## src/rtl/uart_tx_fifo.sv

```systemverilog
// UART transmitter draining a first-word-fall-through FIFO, 16x oversampled baud timing.
// Define UART_TX_PARITY_EN to append an even-parity bit after the data bits.
module uart_tx_fifo #(
  parameter int DATA_WIDTH = 8,
  parameter int DVSR       = 163,
  parameter int STOP_TICKS = 16
) (
  input  logic                  clk,
  input  logic                  reset,
  input  logic                  tx_empty,
  input  logic [DATA_WIDTH-1:0] tx_data,
  output logic                  tx_rd,
  output logic                  tx,
  output logic                  tx_busy,
  output logic                  tx_done_tick
);

  localparam int BAUD_W   = (DVSR > 1) ? $clog2(DVSR) : 1;
  localparam int TICK_MAX = (STOP_TICKS > 16) ? STOP_TICKS : 16;
  localparam int TICK_W   = $clog2(TICK_MAX);
  localparam int BIT_W    = (DATA_WIDTH > 1) ? $clog2(DATA_WIDTH) : 1;

  localparam logic [BAUD_W-1:0] BAUD_LAST      = BAUD_W'(DVSR - 1);
  localparam logic [TICK_W-1:0] BIT_TICK_LAST  = TICK_W'(15);
  localparam logic [TICK_W-1:0] STOP_TICK_LAST = TICK_W'(STOP_TICKS - 1);
  localparam logic [BIT_W-1:0]  BIT_LAST       = BIT_W'(DATA_WIDTH - 1);

`ifdef UART_TX_PARITY_EN
  typedef enum logic [2:0] {IDLE, START, DATA, PARITY, STOP} state_t;
`else
  typedef enum logic [1:0] {IDLE, START, DATA, STOP} state_t;
`endif

  state_t                state;
  logic [BAUD_W-1:0]     baud_cnt;
  logic [TICK_W-1:0]     tick_cnt;
  logic [BIT_W-1:0]      bit_cnt;
  logic [DATA_WIDTH-1:0] shift_reg;
  logic [DATA_WIDTH-1:0] shift_next;
  logic                  tx_reg;
  logic                  done_reg;
  logic                  baud_tick;
`ifdef UART_TX_PARITY_EN
  logic                  parity_reg;
`endif

  // The divider only runs inside a frame, so every frame starts phase-aligned to the pop.
  assign baud_tick  = (state != IDLE) && (baud_cnt == BAUD_LAST);
  assign shift_next = shift_reg >> 1;

  assign tx_rd        = (state == IDLE) & ~tx_empty & ~reset;
  assign tx           = tx_reg;
  assign tx_busy      = (state != IDLE);
  assign tx_done_tick = done_reg;

  always_ff @(posedge clk or posedge reset) begin
    if (reset) begin
      state      <= IDLE;
      baud_cnt   <= '0;
      tick_cnt   <= '0;
      bit_cnt    <= '0;
      shift_reg  <= '0;
      tx_reg     <= 1'b1;
      done_reg   <= 1'b0;
`ifdef UART_TX_PARITY_EN
      parity_reg <= 1'b0;
`endif
    end else begin
      done_reg <= 1'b0;

      if (state == IDLE || baud_tick)
        baud_cnt <= '0;
      else
        baud_cnt <= baud_cnt + 1'b1;

      // tx is driven from the transition that enters each bit, keeping the pin glitch-free.
      case (state)
        IDLE: begin
          tx_reg <= 1'b1;
          if (tx_rd) begin
            shift_reg  <= tx_data;
`ifdef UART_TX_PARITY_EN
            parity_reg <= ^tx_data;
`endif
            tick_cnt   <= '0;
            bit_cnt    <= '0;
            tx_reg     <= 1'b0;
            state      <= START;
          end
        end

        START: begin
          if (baud_tick) begin
            if (tick_cnt == BIT_TICK_LAST) begin
              tick_cnt <= '0;
              tx_reg   <= shift_reg[0];
              state    <= DATA;
            end else begin
              tick_cnt <= tick_cnt + 1'b1;
            end
          end
        end

        DATA: begin
          if (baud_tick) begin
            if (tick_cnt == BIT_TICK_LAST) begin
              tick_cnt <= '0;
              if (bit_cnt == BIT_LAST) begin
`ifdef UART_TX_PARITY_EN
                tx_reg <= parity_reg;
                state  <= PARITY;
`else
                tx_reg <= 1'b1;
                state  <= STOP;
`endif
              end else begin
                shift_reg <= shift_next;
                bit_cnt   <= bit_cnt + 1'b1;
                tx_reg    <= shift_next[0];
              end
            end else begin
              tick_cnt <= tick_cnt + 1'b1;
            end
          end
        end

`ifdef UART_TX_PARITY_EN
        PARITY: begin
          if (baud_tick) begin
            if (tick_cnt == BIT_TICK_LAST) begin
              tick_cnt <= '0;
              tx_reg   <= 1'b1;
              state    <= STOP;
            end else begin
              tick_cnt <= tick_cnt + 1'b1;
            end
          end
        end
`endif

        STOP: begin
          if (baud_tick) begin
            if (tick_cnt == STOP_TICK_LAST) begin
              tick_cnt <= '0;
              tx_reg   <= 1'b1;
              done_reg <= 1'b1;
              state    <= IDLE;
            end else begin
              tick_cnt <= tick_cnt + 1'b1;
            end
          end
        end

        default: begin
          tx_reg <= 1'b1;
          state  <= IDLE;
        end
      endcase
    end
  end

endmodule

```

## config.mk

```make
export PLATFORM = sky130hd
export DESIGN_NAME = uart_tx_fifo
export DESIGN_NICKNAME = d
export VERILOG_FILES = /design/src/rtl/uart_tx_fifo.sv
export SDC_FILE = /design/constraint.sdc
export NUM_CORES = 1
export LEC_CHECK = 0
export ABC_AREA = 1
export BUFFER_PORTS_ARGS = -buffer_cell sky130_fd_sc_hd__buf_2
export CAP_MARGIN = 20
export CORE_MARGIN = 4
export CORE_UTILIZATION = 30
export CTS_BUF_LIST = sky130_fd_sc_hd__clkbuf_2
export CTS_CLUSTER_SIZE = 16
export DETAILED_ROUTE_END_ITERATION = 12
export PLACE_DENSITY = 0.57
export SETUP_SLACK_MARGIN = 0.3
export SLEW_MARGIN = 20
export SYNTH_ARGS = -nofsm -noshare
export SYNTH_HDL_FRONTEND = slang
export SYNTH_SLANG_ARGS = --single-unit
```

## constraint.sdc

```tcl
create_clock -name clk -period 4.1 [get_ports clk]
set_input_delay 0.41 -clock clk [delete_from_list [all_inputs] [get_ports clk]]
set_output_delay 0.41 -clock clk [all_outputs]
set_load 0.05 [all_outputs]
```

* Word level (Yosys, flattened, before mapping)
Cells that the tools add are included.
** Word-level totals
- Memories :: 0
- Memory bits (writable) :: 0
- Output and inout port bits :: 4
- Register bits :: 27
- Word-level logic and storage cells :: 76
- Bits of input ports :: 11
- ROM bits :: 0
- Latch bits :: 0
** Operators by class
- $lt $le $gt $ge :: 0
- Bitwise gates (word level) :: 4
- Multiply operators :: 0
- Shift-type cells :: 0
- Add/subtract/negate cells :: 3
- Reductions and logical operators :: 10
- Mux-type cells :: 36
- Equal/unequal tests :: 16
- Divide/modulo/power cells :: 0
** Operator list (number)
- $mux W8 :: 5
- $ne A2 B2 Y1 const B :: 9
- $mux W2 :: 8
- $pmux W8 S2 :: 1
- $mux W3 :: 4
- $mux W4 :: 3
- $mux W1 :: 11
- $add A8 B1 Y8 const B :: 1
- $eq A8 B8 Y1 const B :: 1
- $pmux W2 S4 :: 1
- $pmux W4 S2 :: 1
- $reduce_and A8 Y1 :: 1
- $pmux W3 S2 :: 1
- $reduce_and A6 Y1 :: 1
- $reduce_and A5 Y1 :: 1
- $add A4 B1 Y4 const B :: 1
- $eq A2 B2 Y1 const B :: 2
- $eq A4 B4 Y1 const B :: 1
- $pmux W1 S4 :: 1
- $reduce_bool A2 Y1 :: 2
- $add A3 B1 Y3 const B :: 1
- $eq A3 B3 Y1 const B :: 1
- $reduce_or A3 Y1 :: 1
- $and A1 B1 Y1 :: 2
- 7 further kinds :: 8

* Depth between registers and ports, before layout
Gate-level depths: netlist of run 1.
- Word-level depth :: 5
- Mapped depth :: 10
- Mapped depth without buffers :: 9

* Least setup slack after synthesis of run 1
No wires, ideal clock.
- Kind :: register to register
- Start point :: register state[0]
- End point :: register bit_cnt[0]
- Buffers on the path :: 1
- Setup time :: 116 ps
- Clock period less this slack :: 1686 ps
- Arrival :: 1570 ps
- Stages on the path, launching flop included :: 10
- Setup slack :: 2414 ps
- Data required time :: 3984 ps
- Cell sequence :: dfrtp_1 > inv_1 > ha_1 > inv_2 > nor2_1 > nor3b_2 > nand2_1 > buf_6 > nand2_1 > nand2_1
** Between the ends
- Elaborated cells between the ends (all ways) :: 13
- Those cells by class :: eq/ne (5); mux (1); bitwise (2); reduce/logical (5)
** RTL lines
- start, declared :: RTL line 34 : state_t state;
- start signal, assigned :: RTL line 58 : state <= IDLE;
- start signal, assigned :: RTL line 88 : state <= START;
- start signal, assigned :: RTL line 97 : state <= DATA;
- $reduce_bool A2 Y1
- net tx_busy :: RTL line 14 : output logic tx_busy,
- $logic_and A1 B1 Y1 :: RTL line 48 : assign baud_tick = (state != IDLE) && (baud_cnt == BAUD_LAST);
- $ne A2 B2 Y1 (no source line)
- $reduce_and A5 Y1 (no source line)
- end signal, assigned :: RTL line 118 : bit_cnt <= bit_cnt + 1'b1;
- end, declared :: RTL line 37 : logic [BIT_W-1:0] bit_cnt;
The timed path passes the listed nets, and every way through them passes these cells.
A chain may end at the register's enable or synchronous reset.

* Final worst setup path of run 1
- Start point :: register state[0]
- End point :: register bit_cnt[1]
** Between the ends
- Longest elaborated chain between the ends :: 5
- Elaborated cells between the ends (all ways) :: 13
- Those cells by class :: eq/ne (5); mux (1); bitwise (2); reduce/logical (5)
** Ends and longest elaborated chain
- $logic_not A2 Y1 :: RTL line 51, 77
- $and A1 B1 Y1 (2 in series) :: RTL line 51 : assign tx_rd = (state == IDLE) & ~tx_empty & ~reset;
- $ne A2 B2 Y1 (no source line)
- $reduce_and A5 Y1 (no source line)
Parallel ways exist; a longest one is shown, timed or not.

==> results.cfg, run 1 <==
[logic_synthesis]
synth_area_leader_cell = dfrtp_1
synthSimpleGateAreaFrac = 0.368
synth_fa_ha_area_frac = 0.0817
synth_seq_area_share = 0.442
synthFlopType = dfrtp_1
synth_compound_area_frac = 0.0270
synthArstFlopShare = 1.00
syn_inst = 200
netlist_area_sq_um = 1530
ys_types = 25
synth_most_common_cell = nand2_1
ys_top_cells_by_count = nand2_1, dfrtp_1, nand3_1
synth.area.mux_share = 0
synth_top_family_by_area = simple AND/OR/NAND/NOR gates
synth.top_cell.area_share = 0.425
synth_xor_area_frac = 0.0172
synth_area_per_cell_sq_um = 7.66
synth-edff-count = 0
ys_top_cells_by_area = dfrtp_1, nand2_1, ha_1, nand3_1, inv_1
synth_nets = 221
yosys_warnings = 0
synth_seq_cells = 27

[worst_setup_path]
critical_path.max_stage_delay_ns = 0.58
crit_family = simple AND/OR/NAND/NOR gates
r2r_start = state[0]$_DFFE_PP0P_
worstPathArrival_ns = 2.79
required_ns = 4.39
cp-end-kind = register
critical_path_depth = 7
critPathSlowestCell = nor3b_2
crit_fanout = 15
path_cells = inv_1 > ha_1 > o21ai_1 > nor3b_2 > nand2_1 > nand2_1 > nand2_1
r2r_cells = 7
r2r_setup_slack_ns = 1.60
cpMostUsedCell = nand2_1
path_class = reg -> reg
worstSetupEndpoint = bit_cnt[1]$_DFFE_PP0P_
path_buf_inv = 1
r2r-end = bit_cnt[1]$_DFFE_PP0P_
crit_path_start_kind = register
cp-startpoint = state[0]$_DFFE_PP0P_

[cells_and_area]
seqCellArea_sq_um = 677
fillCellCount = 527
fin_nets = 235
fin_area_sq_um = 1670
multi_input_comb_area_sq_um = 756
num_antenna_cells = 0
drive_gt1_frac = 0.136
syn_to_final_growth_pct = 9.07

[timing]
final-max-slew-violation-count = 0
layout_worst_path_cycle_share = 0.611
rsz0062_at_grt = no
setup_violations = 0
fmax_ghz = 0.399
worst_pin_slew_ns = 0.669
finalHoldViolCount = 0
tns_ns = 0
slew_headroom = 0.552
min_period_ns = 2.50
skew_ns = 0.0131

[placed_design]
place_area_sq_um = 1650
hpwl_mm = 2.15
gp_congestion = 0.730
port_buffers = 14

[power]
ir_drop_v = 0.000274
power_density_nw_per_um2 = 638
p_leak_nw = 0.910

[grt]
grt_max_degree = 28
grt_pass1_wl_mm = 5.13
gr-usage-all-layers = 0.101
grt_pass1_vias = 1128
overflow = 0
antenna_found_initial = 0

[clocking]
clk_pin_slew_ns = 0.27
cts_hold_buf = 0
post-cts-setup-buffers = 0
clockRootBuffer = clkbuf_2
cts_resized = 0
clk_latency_ns = 0.37
cts_tree = yes
cts.sinks = 27
cts_buffer_depth = 2
numCtsBuffers = 3
htreeDepth = 1

[die]
io_pins = 15
design.die.area_sq_um = 6310
die_h_um = 79.5
coreArea_sq_um = 4850
rows = 25
die_width_um = 79.5
initial_core_util = 0.316

[route]
avgViaCountPerCell = 4.46
first_pass_iters = 4
vias = 1248
drc_errors = 0
wl_per_cell_um = 10.5
drtAntennaViolNets = 0
drt_iter0_drc = 49
wl_mm = 2.95

[flow_run]
maxCapViolations = 0

[hold_path]
min_path_type = in -> async

[run_status]
status = finished clean
cells in the final DEF (no fill, tap or decap), types with 2 or more instances in the layout:
cell type / n
inv_2: 5
nand4_1: 2
o21ai_1: 4
nand3_1: 16
buf_2: 14
ha_1: 10
nor3_1: 5
nand2_1: 85
a21oi_1: 3
clkbuf_2: 3
nor3b_1: 2
xor2_1: 3
inv_1: 12
nand3_2: 2
dfrtp_1: 26
nand3b_1: 2
nor2_1: 12
worst min path at each step:
stage | from | endpoint | slack, ns | cells after the start
after floorplan | shift_reg[1]$_DFFE_PP0P_ | shift_reg[1]$_DFFE_PP0P_ | 0.44 | 2
after global placement | shift_reg[5]$_DFFE_PP0P_ | shift_reg[5]$_DFFE_PP0P_ | 0.46 | 2
after detailed placement | shift_reg[3]$_DFFE_PP0P_ | shift_reg[3]$_DFFE_PP0P_ | 0.46 | 2
after CTS | tx_data[7] | shift_reg[7]$_DFFE_PP0P_ | 0.25 | 3
after global routing | reset | shift_reg[1]$_DFFE_PP0P_ | 0.07 | 2
final | reset | tick_cnt[2]$_DFFE_PP0P_ | 0.05 | 2
worst register-to-register path, delay by kind of cell (launching register included):
kind	cells	cell delay [ns]
buffers and inverters	1	0.11
flip-flops	1	0.47
adder cells (fa/ha/maj)	1	0.47
AND/OR/NAND/NOR	4	1.22
AO/OA/AOI/OAI	1	0.16
through the flow:
stage | power, mW | utilization | std cells | setup WS, ns | hold WS [ns]
2_1_floorplan | 0.883 | - | 200 | 2.41 | 0.442
3_3_place_gp | 0.969 | 0.340 | 276 | 1.69 | 0.455
3_5_place_dp | 0.974 | 0.340 | 276 | 1.60 | 0.459
4_1_cts | 1.08 | 0.345 | 280 | 1.54 | 0.246
5_1_grt | 1.19 | 0.345 | 280 | 1.32 | 0.0684
6_report | 1.07 | 0.345 | 280 | 1.60 | 0.0545
cell type report:
| cell class | instances | area share |
|---|---|---|
| inverter | 17 | 0.0382 |
| timing repair buffer | 14 | 0.0419 |
| sequential | 27 | 0.405 |
| tap | 67 | 0.0502 |
| multi-input combinational | 151 | 0.452 |
| clock buffer | 3 | 0.00899 |
| clock inverter | 1 | 0.00300 |
report_power, final:
part | switching [mW] | internal [mW]
Combinational | 0.373 | 0.168
Clock | 0.0823 | 0.0221
Sequential | 0.0614 | 0.358
Total | 0.517 | 0.548
layer usage:
layer	global-route usage	share of wire
met3	0.0282	0.041
met2	0.158	0.44
met1	0.139	0.51
met5	0	0
met4	0.0206	0.0078
cell families after synthesis:
| logic type | Yosys count |
|---|---|
| xor gates and xnor gates | 3 |
| DFF | 27 |
| adders and majority gates | 10 |
| buffers and inverters | 22 |
| and+or+nand+nor | 130 |
| AOI/OAI and AO/OA | 8 |
(Power assumes the default switching activity.)
==> inputs of run 2 (changes only) <==
ABC_AREA = 0   (was 1)
clock period = 2.5 ns   (was 4.1 ns; I/O delays follow)
==> results.cfg, run 2 <==
[run_status]
status = finished clean

[route]
drtAntennaViolNets = 0
avgViaCountPerCell = 4.84
wl_mm = 3.02
drc_errors = 0
first_pass_iters = 4
drt_iter0_drc = 55
vias = 1075
wl_per_cell_um = 13.6

[cells_and_area]
drive_gt1_frac = 0.290
num_antenna_cells = 0
final-instance-count-excl-fill = 222
fin_nets = 177
layout_commonest_cell = dfrtp_1
layout_common_cells = dfrtp_1, buf_2, nor2_1
syn_to_final_growth_pct = 13.5

[die]
die_width_um = 79.2
die_h_um = 79.2
coreArea_sq_um = 4820
io_pins = 15
initial_core_util = 0.316
rows = 25
design.die.area_sq_um = 6280

[logic_synthesis]
synth_seq_area_share = 0.445
synth_area_per_cell_sq_um = 11.1
synth.top_cell.area_share = 0.427
syn_inst = 137
synth_area_leader_cell = dfrtp_1
ys_top_cells_by_area = dfrtp_1, ha_1, mux2_4, mux2_2, xor2_1
netlist_area_sq_um = 1520
synth_seq_cells = 27
synth-edff-count = 0
synth_most_common_cell = dfrtp_1
synth_nets = 158
ys_types = 39
yosys_warnings = 0
ys_top_cells_by_count = dfrtp_1, nor2_1, ha_1, inv_1
synthArstFlopShare = 1.00
synthFlopType = dfrtp_1

[clocking]
clk_latency_ns = 0.36
htreeDepth = 1
cts_buffer_depth = 2
cts_tree = yes
clockRootBuffer = clkbuf_2
cts_resized = 0
numCtsBuffers = 3
clk_pin_slew_ns = 0.26
cts.sinks = 27

[timing]
fmax_ghz = 0.500
layout_worst_path_cycle_share = 0.800
finalHoldViolCount = 0
final-max-slew-violation-count = 0
min_period_ns = 2.00
skew_ns = 0.00953
worst_pin_slew_ns = 0.480
slew_headroom = 0.678
tns_ns = 0
setup_violations = 0
rsz0062_at_grt = no

[grt]
antenna_found_initial = 0
grt_pass1_vias = 1171
grt_max_degree = 21
grt_pass1_wl_mm = 5.46
overflow = 0
gr-usage-all-layers = 0.108

[worst_setup_path]
crit_path_start_kind = register
path_class = reg -> out
r2r_setup_slack_ns = 0.52
cp-end-kind = output port
worstPathArrival_ns = 1.75
cp-startpoint = state[0]$_DFFE_PP0P_
r2r_cells = 7
required_ns = 2.25
crit_fanout = 6
r2r_start = state[0]$_DFFE_PP0P_

[placed_design]
port_buffers = 14
placedCellCount = 217
gp_congestion = 0.869
hpwl_mm = 2.33

[flow_run]
maxCapViolations = 0

[power]
power_density_nw_per_um2 = 1000
p_leak_nw = 0.837
ir_drop_v = 0.000291

[hold_path]
hold_depth = 4
min_from = tx_data[7]
min_path_type = in -> reg
## run 2: cell count changes after synthesis, sizes merged, moves of 2 or more
cell | before | now
nand2 | 85 | 7
mux2 | 0 | 16
nand3 | 18 | 8
inv | 17 | 10
and3 | 0 | 3
nor3b | 3 | 0
xor2 | 3 | 6
a21oi | 3 | 5
a22o | 0 | 2
buf | 4 | 2
mux2i | 0 | 2
nand3b | 2 | 0
nor3 | 5 | 3
## run 2: critical path: stages (launching register included)
cell,delay [ns]
dfrtp_1,0.48
inv_2,0.11
ha_4,0.18
clkinvlp_4,0.11
nor3_4,0.19
buf_2,0.31
## run 2: routing by layer
layer,GRT usage,part of all wire,vias to the layer above
li1,-,-,519
met1,0.136,0.47,543
met2,0.181,0.48,9
met3,0.0181,0.027,4
met4,0.0498,0.019,0
met5,0,0,-
## run 2: where the power goes
part	switching (mW)	internal, mW
clock network	0.132	0.0422
logic	0.441	0.407
registers	0.121	0.586
## run 2: per-stage QoR
stage | hold WS, ns | worst slack, ns | area, sq um | util | power [mW]
5_1_grt | 0.183 | 0.351 | 1730 | 0.359 | 1.88
2_1_floorplan | 0.302 | 0.302 | 1550 | - | 1.39
3_3_place_gp | 0.247 | 0.578 | 1700 | 0.352 | 1.54
6_report | 0.214 | 0.499 | 1730 | 0.359 | 1.73
4_1_cts | 0.212 | 0.488 | 1730 | 0.359 | 1.75
3_5_place_dp | 0.251 | 0.568 | 1700 | 0.352 | 1.57
## run 2: repair_timing
item / 4_1_cts / 5_1_grt
buffers inserted: 0 / 0
endpoints found under the hold margin: 6 / 0
hold buffers: 1 / 0
## run 2: logic make-up after synthesis
family / count (synthesis) / share of synthesized area
AO/OA/AOI/OAI: 19 / 0.0855
XOR/XNOR: 7 / 0.0403
adder cells (fa/ha/maj): 10 / 0.0822
buffers and inverters: 14 / 0.0403
flip-flops: 27 / 0.445
multiplexers: 18 / 0.151
AND/OR/NAND/NOR: 42 / 0.156
## run 2: path summary, 6_finish.rpt
path                                            end
max                                           tx_rd
min                        shift_reg[7]$_DFFE_PP0P_
max reg2reg                shift_reg[2]$_DFFE_PP0P_
min reg2reg                   baud_cnt[0]$_DFF_PP0_
max in group asynchronous  shift_reg[5]$_DFFE_PP0P_
min in group asynchronous   tick_cnt[2]$_DFFE_PP0P_
## run 2: area by class of cell
type / count / area (sq um)
fillers: 499 / 3090
multi-input cells: 96 / 803
flip-flops and latches: 27 / 677
repair buffers: 18 / 103
well taps: 67 / 83.8
inverters: 10 / 41.3
clock buffers: 4 / 20.0
==> inputs of run 3 (changes only) <==
PLACE_DENSITY = 0.59   (was 0.57)
clock period = 1.8 ns   (was 2.5 ns; I/O delays follow)
==> results.cfg, run 3 (synthesis gave the netlist of run 2 again) <==
[clocking]
numCtsBuffers = 3
clockRootBuffer = clkbuf_2
cts.sinks = 27
htreeDepth = 1
cts_buffer_depth = 2
clk_latency_ns = 0.39
clk_pin_slew_ns = 0.29
cts_tree = yes

[placed_design]
gp_congestion = 0.902
hpwl_mm = 2.44
port_buffers = 14

[run_status]
violations = setup timing
status = finished, violations left

[cells_and_area]
layout_common_cells = buf_4, dfrtp_1, buf_6, buf_2, mux2_4
drive_gt1_frac = 0.571
fin_nets = 213
multi_input_comb_area_sq_um = 1010
final_util = 0.471
syn_to_final_growth_pct = 49.1
seqCellArea_sq_um = 678
layout_commonest_cell = buf_4
num_antenna_cells = 0
fillCellCount = 448

[timing]
min_period_ns = 1.84
finalHoldViolCount = 0
layout_worst_path_cycle_share = 1.02
worst_pin_slew_ns = 0.307
finalWorstSetupSlack_ns = -0.0438
slew_headroom = 0.795
tns_ns = -0.166
setup_violations = 10
rsz0062_at_grt = yes
final-max-slew-violation-count = 0
fmax_ghz = 0.542
skew_ns = 0.0224

[grt]
grt_max_degree = 21
overflow = 0
antenna_found_initial = 0
grt_pass1_vias = 1345
gr-usage-all-layers = 0.124
grt_pass1_wl_mm = 6.22

[hold_path]
min_path_type = in -> reg
hold_end = shift_reg[1]$_DFFE_PP0P_
min_from = tx_data[1]
hold_depth = 3

[power]
power_density_nw_per_um2 = 1560
ir_drop_v = 0.00103
p_leak_nw = 1.08

[worst_setup_path]
r2r_setup_slack_ns = -0.04
crit_path_start_kind = register
required_ns = 2.11
worstPathArrival_ns = 2.16
r2r-end = tick_cnt[3]$_DFFE_PP0P_
crit_fanout = 4
r2r_start = state[1]$_DFFE_PP0P_
r2r_cells = 7
path_class = reg -> reg
cp-end-kind = register

[die]
die_width_um = 79.2
die_h_um = 79.2
coreArea_sq_um = 4820
rows = 25
design.die.area_sq_um = 6280
io_pins = 15
initial_core_util = 0.316

[route]
wl_per_cell_um = 15.4
drtAntennaViolNets = 0
wl_mm = 3.97
drc_errors = 0
drt_iter0_drc = 69
avgViaCountPerCell = 4.86
vias = 1255
first_pass_iters = 4

[flow_run]
maxCapViolations = 0
[run 3: changes by cell type in the layout (fill, tap and decap cells not counted), moves of 4 or more]
cell / previous run / this run
buf_4: 3 / 28
buf_6: 0 / 12
nor2_1: 12 / 4
nor2_2: 0 / 6
ha_1: 9 / 5
[run 3: timing repair]
action / CTS / global route
setup endpoints to repair: 28 / 29
pin swaps: 13 / 10
hold buffers: 1 / 0
gates cloned: 0 / 1
setup buffers: 15 / 5
gates resized for setup: 39 / 23
endpoints found under the hold margin: 6 / 0
[run 3: power by group]
group | switching (mW) | total [mW] | internal [mW] | leakage [nW]
Clock | 0.199 | 0.250 | 0.0514 | 0.0126
Combinational | 1.06 | 2.33 | 1.27 | 0.718
Sequential | 0.153 | 0.968 | 0.816 | 0.345
[run 3: layout make-up]
type | count | share of cell area
Sequential cell | 27 | 0.299
Clock buffer | 3 | 0.00662
Multi-Input combinational cell | 96 | 0.447
Clock inverter | 1 | 0.00331
Tap cell | 67 | 0.0369
Timing Repair Buffer | 54 | 0.190
Inverter | 10 | 0.0182
[run 3: worst max-delay path by stage]
| stage | startpoint | to | slack [ns] | cells past startpoint |
|---|---|---|---|---|
| finish | state[1]$_DFFE_PP0P_ | tick_cnt[3]$_DFFE_PP0P_ | -0.04 | 7 |
| global route | state[0]$_DFFE_PP0P_ | tx_rd | -0.12 | 5 |
| CTS | state[1]$_DFFE_PP0P_ | shift_reg[2]$_DFFE_PP0P_ | -0.01 | 7 |
| detailed placement | state[0]$_DFFE_PP0P_ | shift_reg[2]$_DFFE_PP0P_ | -0.009 | 7 |
| global placement | bit_cnt[0]$_DFFE_PP0P_ | tx$_DFFE_PP1P_ | -0.04 | 6 |
| floorplan | state[0]$_DFFE_PP0P_ | bit_cnt[0]$_DFFE_PP0P_ | -0.40 | 7 |
[run 3: worst max-delay path, cell delays in order, from the launching register on]
cell and delay (ns):
dfrtp_1 0.47, inv_2 0.07, ha_4 0.18, and4bb_1 0.32, buf_6 0.15, nand2_4 0.06
or4_1 0.42, o211ai_1 0.11
[run 3: per-layer routing]
layer / track usage / wire length (um) / vias up
met4: 0.0515 / 108 / 0
met3: 0.0147 / 80 / 13
li1: - / - / 590
met5: 0 / 0 / -
met1: 0.142 / 1590 / 630
met2: 0.231 / 2190 / 22
[run 3: through the flow]
stage	power (mW)	area, sq um	instances	hold WS, ns	setup WS, ns
after floorplan	1.96	1560	137	0.232	-0.398
after detailed placement	2.40	1830	232	0.189	-0.00924
after global placement	2.33	1830	232	0.179	-0.0374
after global routing	3.75	2270	258	0.109	-0.124
final	3.54	2270	258	0.122	-0.0438
after CTS	3.17	2120	252	0.114	-0.0115
